**config.mk**
```make
export PLATFORM = sky130hd
export DESIGN_NAME = rr_bus_interconnect
export DESIGN_NICKNAME = d
export VERILOG_FILES = /design/src/rtl/rr_bus_interconnect.sv
export SDC_FILE = /design/constraint.sdc
export NUM_CORES = 1
export LEC_CHECK = 0
export ABC_AREA = 0
export CAP_MARGIN = 20
export CORE_AREA = 2 2 379 381
export DETAILED_ROUTE_END_ITERATION = 10
export DIE_AREA = 0 0 381 383
export SLEW_MARGIN = 25
export SYNTH_ARGS = -nofsm -noshare
export SYNTH_HDL_FRONTEND = slang
export SYNTH_SLANG_ARGS = --single-unit
```
**constraint.sdc**
```tcl
create_clock -name clk -period 7.76 [get_ports clk]
set_clock_uncertainty 0.1 [all_clocks]
set_input_delay 0.776 -clock clk [delete_from_list [all_inputs] [get_ports clk]]
set_output_delay 0.776 -clock clk [all_outputs]
set_load 0.01 [all_outputs]
```
**src/rtl/rr_bus_interconnect.sv**
```systemverilog
// rr_bus_interconnect: round-robin multi-master bus interconnect.
// The interconnect serves one transaction at a time using three states: IDLE -> ISSUE -> WAIT.
// Each master's address is decoded against base/end windows. The lowest matching window wins.
// The response is registered and shown to the master for one cycle.
module rr_bus_interconnect #(
  parameter int WIDTH   = 32,
  parameter int REGIONS = 5,
  parameter int MASTERS = 2
) (
  input  logic                       clk,
  input  logic                       rst,
  input  logic [MASTERS-1:0]         req_m,
  input  logic [MASTERS-1:0]         we_m,
  input  logic [MASTERS*WIDTH-1:0]   addr_m,
  input  logic [MASTERS*WIDTH-1:0]   wd_m,
  output logic [MASTERS-1:0]         gnt_m,
  output logic [MASTERS-1:0]         rvalid_m,
  output logic [MASTERS-1:0]         err_m,
  output logic [WIDTH-1:0]           rd_m,
  input  logic [REGIONS*WIDTH-1:0]   region_base,
  input  logic [REGIONS*WIDTH-1:0]   region_end,
  input  logic [REGIONS*WIDTH-1:0]   rd_s,
  output logic [REGIONS-1:0]         we_s,
  output logic [REGIONS*WIDTH-1:0]   addr_s,
  output logic [REGIONS*WIDTH-1:0]   wd_s
);

  localparam int MW = (MASTERS > 1) ? $clog2(MASTERS) : 1;
  localparam int RW = (REGIONS > 1) ? $clog2(REGIONS) : 1;

  typedef enum logic [1:0] {S_IDLE, S_ISSUE, S_WAIT} state_t;

  state_t               state_q, state_d;
  logic [MW-1:0]        ptr_q, ptr_d;
  logic [MW-1:0]        idx_q, idx_d;
  logic                 we_q, we_d;
  logic                 hit_q, hit_d;
  logic [RW-1:0]        region_q, region_d;
  logic [WIDTH-1:0]     addr_q, addr_d;
  logic [WIDTH-1:0]     wd_q, wd_d;
  logic [WIDTH-1:0]     rd_q, rd_d;
  logic [MASTERS-1:0]   rvalid_q, rvalid_d;
  logic [MASTERS-1:0]   err_q, err_d;

  logic                 any_req;
  logic [MW-1:0]        win_idx;
  logic                 win_we;
  logic [WIDTH-1:0]     win_addr;
  logic [WIDTH-1:0]     win_wd;
  logic                 dec_hit;
  logic [RW-1:0]        dec_region;

  // Pick the first requester. The scan starts just after the last master that was served.
  always_comb begin
    any_req  = 1'b0;
    win_idx  = '0;
    win_we   = 1'b0;
    win_addr = '0;
    win_wd   = '0;
    for (int i = 1; i <= MASTERS; i++) begin
      for (int m = 0; m < MASTERS; m++) begin
        if (!any_req && req_m[m] && (m == (int'(ptr_q) + i) % MASTERS)) begin
          any_req  = 1'b1;
          win_idx  = MW'(m);
          win_we   = we_m[m];
          win_addr = addr_m[m*WIDTH +: WIDTH];
          win_wd   = wd_m[m*WIDTH +: WIDTH];
        end
      end
    end
  end

  // Find the window that contains the winner's address. The lowest index wins, and base==end never matches.
  always_comb begin
    dec_hit    = 1'b0;
    dec_region = '0;
    for (int r = 0; r < REGIONS; r++) begin
      if (!dec_hit &&
          (win_addr >= region_base[r*WIDTH +: WIDTH]) &&
          (win_addr <  region_end[r*WIDTH +: WIDTH])) begin
        dec_hit    = 1'b1;
        dec_region = RW'(r);
      end
    end
  end

  // Compute the next state and drive the grant and slave-side outputs for the current state.
  always_comb begin
    state_d  = state_q;
    ptr_d    = ptr_q;
    idx_d    = idx_q;
    we_d     = we_q;
    hit_d    = hit_q;
    region_d = region_q;
    addr_d   = addr_q;
    wd_d     = wd_q;
    rd_d     = rd_q;
    rvalid_d = '0;
    err_d    = '0;
    gnt_m    = '0;
    we_s     = '0;
    addr_s   = '0;
    wd_s     = '0;
    case (state_q)
      S_IDLE: begin
        if (any_req) begin
          idx_d    = win_idx;
          we_d     = win_we;
          addr_d   = win_addr;
          wd_d     = win_wd;
          hit_d    = dec_hit;
          region_d = dec_region;
          ptr_d    = win_idx;
          state_d  = S_ISSUE;
        end
      end
      S_ISSUE: begin
        for (int m = 0; m < MASTERS; m++) begin
          if (idx_q == MW'(m)) gnt_m[m] = 1'b1;
        end
        for (int r = 0; r < REGIONS; r++) begin
          if (hit_q && (region_q == RW'(r))) begin
            we_s[r]                  = we_q;
            addr_s[r*WIDTH +: WIDTH] = addr_q - region_base[r*WIDTH +: WIDTH];
            wd_s[r*WIDTH +: WIDTH]   = wd_q;
          end
        end
        state_d = S_WAIT;
      end
      S_WAIT: begin
        for (int m = 0; m < MASTERS; m++) begin
          if (idx_q == MW'(m)) begin
            rvalid_d[m] = 1'b1;
            err_d[m]    = !hit_q;
          end
        end
        rd_d = '0;
        for (int r = 0; r < REGIONS; r++) begin
          if (hit_q && !we_q && (region_q == RW'(r))) rd_d = rd_s[r*WIDTH +: WIDTH];
        end
        state_d = S_IDLE;
      end
      default: state_d = S_IDLE;
    endcase
  end

  // Registers for the state, the arbitration pointer, the latched transaction and the response.
  always_ff @(posedge clk) begin
    if (rst) begin
      state_q  <= S_IDLE;
      ptr_q    <= MW'(MASTERS - 1);
      idx_q    <= '0;
      we_q     <= 1'b0;
      hit_q    <= 1'b0;
      region_q <= '0;
      addr_q   <= '0;
      wd_q     <= '0;
      rd_q     <= '0;
      rvalid_q <= '0;
      err_q    <= '0;
    end else begin
      state_q  <= state_d;
      ptr_q    <= ptr_d;
      idx_q    <= idx_d;
      we_q     <= we_d;
      hit_q    <= hit_d;
      region_q <= region_d;
      addr_q   <= addr_d;
      wd_q     <= wd_d;
      rd_q     <= rd_d;
      rvalid_q <= rvalid_d;
      err_q    <= err_d;
    end
  end

  assign rvalid_m = rvalid_q;
  assign err_m    = err_q;
  assign rd_m     = rd_q;

endmodule

```
Word-level counts from Yosys, hierarchy flattened
Cells that the tools add are included.
{ "word_totals": {"register_bits": 109, "in_bits": 614, "output_inout_bits": 363} }
{ "op_classes": {"add_sub_neg": 7, "n_lt_le_gt_ge": 10, "n_eq_ne": 9, "muxes": 56, "n_bitwise": 4, "n_reduce_logical": 44} }
{ "op_table": {"columns": ["operator", "count"], "rows": [
  ["$mux 32", 23],
  ["$mux 160", 2],
  ["$ge 32x32->1", 5],
  ["$lt 32x32->1", 5],
  ["$sub 32x32->32", 5],
  ["$logic_not 32->1", 2],
  ["$logic_and 1x1->1", 27],
  ["$mux 1", 24],
  ["$logic_not 1->1", 9],
  ["$mux 3", 3],
  ["$eq 3x2->1 const B", 2],
  ["$reduce_or 3->1", 2],
  ["$mux 5", 1],
  ["$eq 2x2->1 const A", 2],
  ["$mux 2", 2],
  ["$pmux 2 s2", 1],
  ["$eq 3x1->1 const B", 1],
  ["$eq 3x3->1 const B", 1],
  ["$logic_not 3->1", 1],
  ["$add 1x1->1 const B", 2],
  ["$and 1x1->1 const A", 2],
  ["$eq 2x1->1 const B", 1],
  ["$eq 2x2->1 const B", 1],
  ["$logic_not 2->1", 1],
  ["other kinds (4)", 5]
]} }

Logic depth before layout (Yosys ltp)
{ "depth": {"depth_word": 36, "depth_mapped": 17, "ltp_nobuf": 15} }

Worst setup path before layout
Ideal clock, no wire load.
{ "synth_path": {"path_kind": "input to output", "from": "in region_base[0]", "to": "out addr_s[30]", "t_arrival_ns": 3.444, "setup_slack_ns": 3.440, "stages": 14, "n_path_buf": 0, "cell_sequence": "ha_1 inv_1 fa_1 a21o_1 a21o_1 a2111oi_2 nor4_1 o21ai_1 a21boi_1 o31ai_2 nand2_1 and4_1 o21a_1 nor3_1"} }
{ "synth_via": {"elab_chain_cells": 3} }
{ "synth_rtl": {"columns": ["item", "line_no", "text"], "rows": [
  ["from (decl)", "20", "input logic [REGIONS*WIDTH-1:0] region_base,"],
  ["$sub 32x32->32", "124", "addr_s[r*WIDTH +: WIDTH] = addr_q - region_base[r*WIDTH +: WIDTH];"],
  ["$mux 32", "122", "if (hit_q && (region_q == RW'(r))) begin"],
  ["$mux 160", "104", "case (state_q)"],
  ["to (decl)", "24", "output logic [REGIONS*WIDTH-1:0] addr_s,"]
]} }
Every way passes these cells.

Worst setup path after layout
{ "layout_path": {"from": "in req_m[0]", "to": "reg hit_q"} }
{ "layout_via": {"elab_chain_cells": 33} }
{ "layout_rtl": {"columns": ["item", "line_no", "text"], "rows": [
  ["from (decl)", "12", "input logic [MASTERS-1:0] req_m,"],
  ["$logic_and 1x1->1", "62", "if (!any_req && req_m[m] && (m == (int'(ptr_q) + i) % MASTERS)) begin"],
  ["$mux 1", "62", null],
  ["$logic_not 1->1", "62", null],
  ["$logic_and 1x1->1 (2 in a row)", "62", null],
  ["$mux 1", "62", null],
  ["$logic_not 1->1", "62", null],
  ["$logic_and 1x1->1 (2 in a row)", "62", null],
  ["$mux 1", "62", null],
  ["[... 4 more ...]", null, null],
  ["net win_addr[4]", "48", "logic [WIDTH-1:0] win_addr;"],
  ["[... 11 more ...]", null, null],
  ["$logic_not 1->1", "78", "if (!dec_hit &&"],
  ["$logic_and 1x1->1", "78", null],
  ["$logic_and 1x1->1", "79", "(win_addr >= region_base[r*WIDTH +: WIDTH]) &&"],
  ["$mux 1", "78", null],
  ["$logic_not 1->1", "78", null],
  ["$logic_and 1x1->1", "78", null],
  ["$logic_and 1x1->1", "79", null],
  ["$mux 1 *", "78", null],
  ["to (signal assigned)", "166", "hit_q <= hit_d;"],
  ["to (decl)", "37", "logic hit_q, hit_d;"]
]} }
The timed path passes the listed nets; every way through them passes the cells marked *.
A chain may end at the register's enable or synchronous reset.

==> summary.txt <==
Drt
  • TritonRoute pass-1 iters: 8
  • WL per Instance: 27.88 um
  • DRC viols: 0
  • Vias per cell: 4.594
  • 1st-iter DRT viols: 1721
  • Total wire length: 162.3 mm
  • Vias: 26750
  • Routed Antenna Nets: 0

Clock tree
  • Post_cts resized: 0
  • Clock tree buffer depth: 2
  • Total CTS buffers: 9
  • Setup Fix Bufs, Post-CTS: 0
  • Clock transition at path regs: 0.10 ns
  • Clock sinks: 109
  • CTS tree: built
  • Clk_lat worst skew: 0.40 ns
  • H-tree depth: 3
  • Hold Buf Count CTS: 0
  • CTS root buf: clkbuf_16

Global routing
  • First-pass GRT wire length: 213.1 mm
  • Tot GR Track Use: 0.2106
  • Met1 Use GR: 0.2468
  • Global route overflow: 0
  • Met3 Resource Use GR: 0.06619
  • Initial antenna violation count: 50
  • Met2 global-route usage: 0.3660
  • Largest net degree at the start of global routing: 66
  • Grt peak-use layer: met2
  • Vias in the first global route: 26680

Placement
  • Placed wire-length estimate: 139.8 mm
  • Final GP Congestion: 0.9234
  • Area after DPL: 0.03373 mm^2
  • Port Buffers: 976
  • Pre-CTS setup slack: 1.155 ns

Synthesis
  • Synth warn: 0
  • Post-synthesis cell type count: 69
  • Async SR Flop Fraction: 0
  • Synthesized net count: 4053
  • Flop and latch count out of synthesis: 109
  • Top cell type's share of synthesized area: 0.2731
  • Top post-synthesis cells by area: ha_1 27%, dfxtp_1 10%, inv_1 6.1%
  • Commonest cells in the netlist: 470 x ha_1, 350 x inv_1, 288 x nor2_1
  • Number of synthesized flops with an enable pin: 0
  • Syn Area/Cell: 7.264 um^2
  • Most used flip-flop cell after synthesis: dfxtp_1
  • Cell Area, Synth: 0.02153 mm^2
  • Mapped Cells: 2964
  • Count leader, synth: ha_1
  • Sequential area share after synthesis: 0.1013
  • Yosys top cell by area: ha_1

Floorplan
  • Die Span Y: 383 um
  • Core Footprint: 0.1423 mm^2
  • Die ar.: 0.1459 mm^2
  • Initial core utilization: 0.1513
  • Num rows: 139
  • Ports: 977
  • Die width: 381 um

Critical path
  • Critical Path RT: 7.94 ns
  • Crit Path Max Fanout: 60
  • CP Capture Type: flip-flop
  • Setup CP Type: input port to flip-flop
  • Element type at the critical path start: input port
  • Data arrival, critical path: 6.38 ns

STA
  • Final worst slack: 1.564 ns
  • RSZ-0062 raised after global routing: false
  • Min cycle time layout: 6.196 ns
  • Tcrit/Tclk final: 0.7985
  • Worst-Margin Slew: 1.007 ns
  • Peak Freq: 161.4 MHz
  • Final setup violation count: 0
  • Fin. Hold Viols: 0
  • Setup TNS: 0 ns
  • Slew Limit Fails: 0
  • Headroom to the max-slew limit: 0.3232

Power and ir drop
  • Clock power frac: 0.167
  • Sequential Power Share: 0.225
  • Psw: 0.001617 W
  • Leakage Power: 15.60 nW
  • Peak VDD IR: 0.1279 mV
  • Internal cell power: 0.001797 W
  • Comb pwr share: 0.608
  • Cell area power density: 99.96 mW/mm^2
  • Net Sw Frac: 0.4737
  • Overall Power: 0.003414 W

Cells and area
  • Share of cells above drive strength 1: 0.02338
  • Post-route cell area: 0.03415 mm^2
  • Final core utilization: 0.2401
  • Layout Nets: 4977
  • P&R area growth vs syn: 58.63%

Worst hold path
  • Worst Hold Class: flip-flop to flip-flop

Status
  • Status: completed

Flow run
  • Max-Cap Viols: 0
-- critical path, stage by stage --
cell and delay [ns]:
clkdlybuf4s50_1 0.61, a21boi_4 0.31, buf_12 0.29, a22o_1 0.74
ha_1 0.39, a21o_1 0.17, a2111oi_0 0.43, o21ai_1 0.14
a221o_1 0.42, a21oi_1 0.40, nor4_1 0.13, a211oi_1 0.75
o41ai_2 0.15, nor4_1 0.40, a21oi_1 0.13
-- through the flow --
| step | cells | hold slack [ns] |
|---|---|---|
| final | 5822 | 0.4045 |
| after global routing | 5801 | 0.4213 |
| after CTS | 5795 | 0.4032 |
| after detailed placement | 5779 | 0.3909 |
| after global placement | 5777 | 0.3828 |
| after floorplan | 2964 | 0.3537 |
-- flip-flops by register name (all words and copies together), names as in the netlist --
| signal | cells |
|---|---|
| addr_q | 32 |
| err_m | 2 |
| hit_q | 1 |
| idx_q | 1 |
| ptr_q | 1 |
| rd_m | 32 |
| region_q | 3 |
| rvalid_m | 2 |
| state_q | 2 |
| wd_q | 32 |
| we_q | 1 |
-- worst paths after layout --
check,startpoint,to,slack [ns],cells past startpoint
setup / recovery,req_m[0],hit_q$_SDFFE_PP0P_,1.56,15
hold / removal,rd_m[18]$_SDFFE_PP0N_,rd_m[18]$_SDFFE_PP0N_,0.40,2
setup reg to reg,ptr_q$_SDFFE_PP1P_,hit_q$_SDFFE_PP0P_,2.16,14
hold reg to reg,rd_m[18]$_SDFFE_PP0N_,rd_m[18]$_SDFFE_PP0N_,0.40,2
-- power by group through the flow --
stage,Clock [W],Combinational [W],Sequential [W]
global placement,0,0.00205,0.000785
detailed placement,0,0.00207,0.000785
CTS,0.000593,0.00208,0.000772
global route,0.000597,0.00228,0.000773
finish,0.000570,0.00208,0.000768
floorplan,0,0.00113,0.000663
-- layout by cell type, fill, tap and decap left out, drive strengths merged, types with 73 or more instances in the layout --
cell type / count
clkdlybuf4s50: 975
o21ai: 122
nand2: 150
a21oi: 238
ha: 470
nor2: 288
a21o: 161
and2: 152
xnor2: 73
inv: 352
dfxtp: 109
-- metal layers --
metal | vias to the layer above | share of wire
met5 | - | 0.0015
met2 | 1068 | 0.48
met1 | 12890 | 0.41
li1 | 12560 | -
met4 | 36 | 0.028
met3 | 196 | 0.083
-- layout make-up --
class,instances,area (um^2)
Antenna cell,26,65.06
Clock buffer,9,225.2
Clock inverter,7,92.59
Fill cell,15770,108100
Inverter,350,1314
Multi-Input combinational cell,2397,17730
Sequential cell,109,2182
Tap cell,1903,2381
Timing Repair Buffer,1021,10170
-- cells by family (layout without fill, tap and decap cells) --
| family | count (synthesis) | in the layout | share of synthesized area |
|---|---|---|---|
| and+or+nand+nor | 941 | 941 | 0.2188 |
| AOI/OAI and AO/OA | 851 | 851 | 0.2689 |
| adders and majority gates | 475 | 475 | 0.2778 |
| buffers and inverters | 458 | 1387 | 0.07996 |
| xor gates and xnor gates | 125 | 125 | 0.05085 |
| DFF | 109 | 109 | 0.1013 |
| muxes | 5 | 5 | 0.002325 |
| other | 0 | 26 | 0 |
Note: power is estimated with default switching activity, not from simulation.
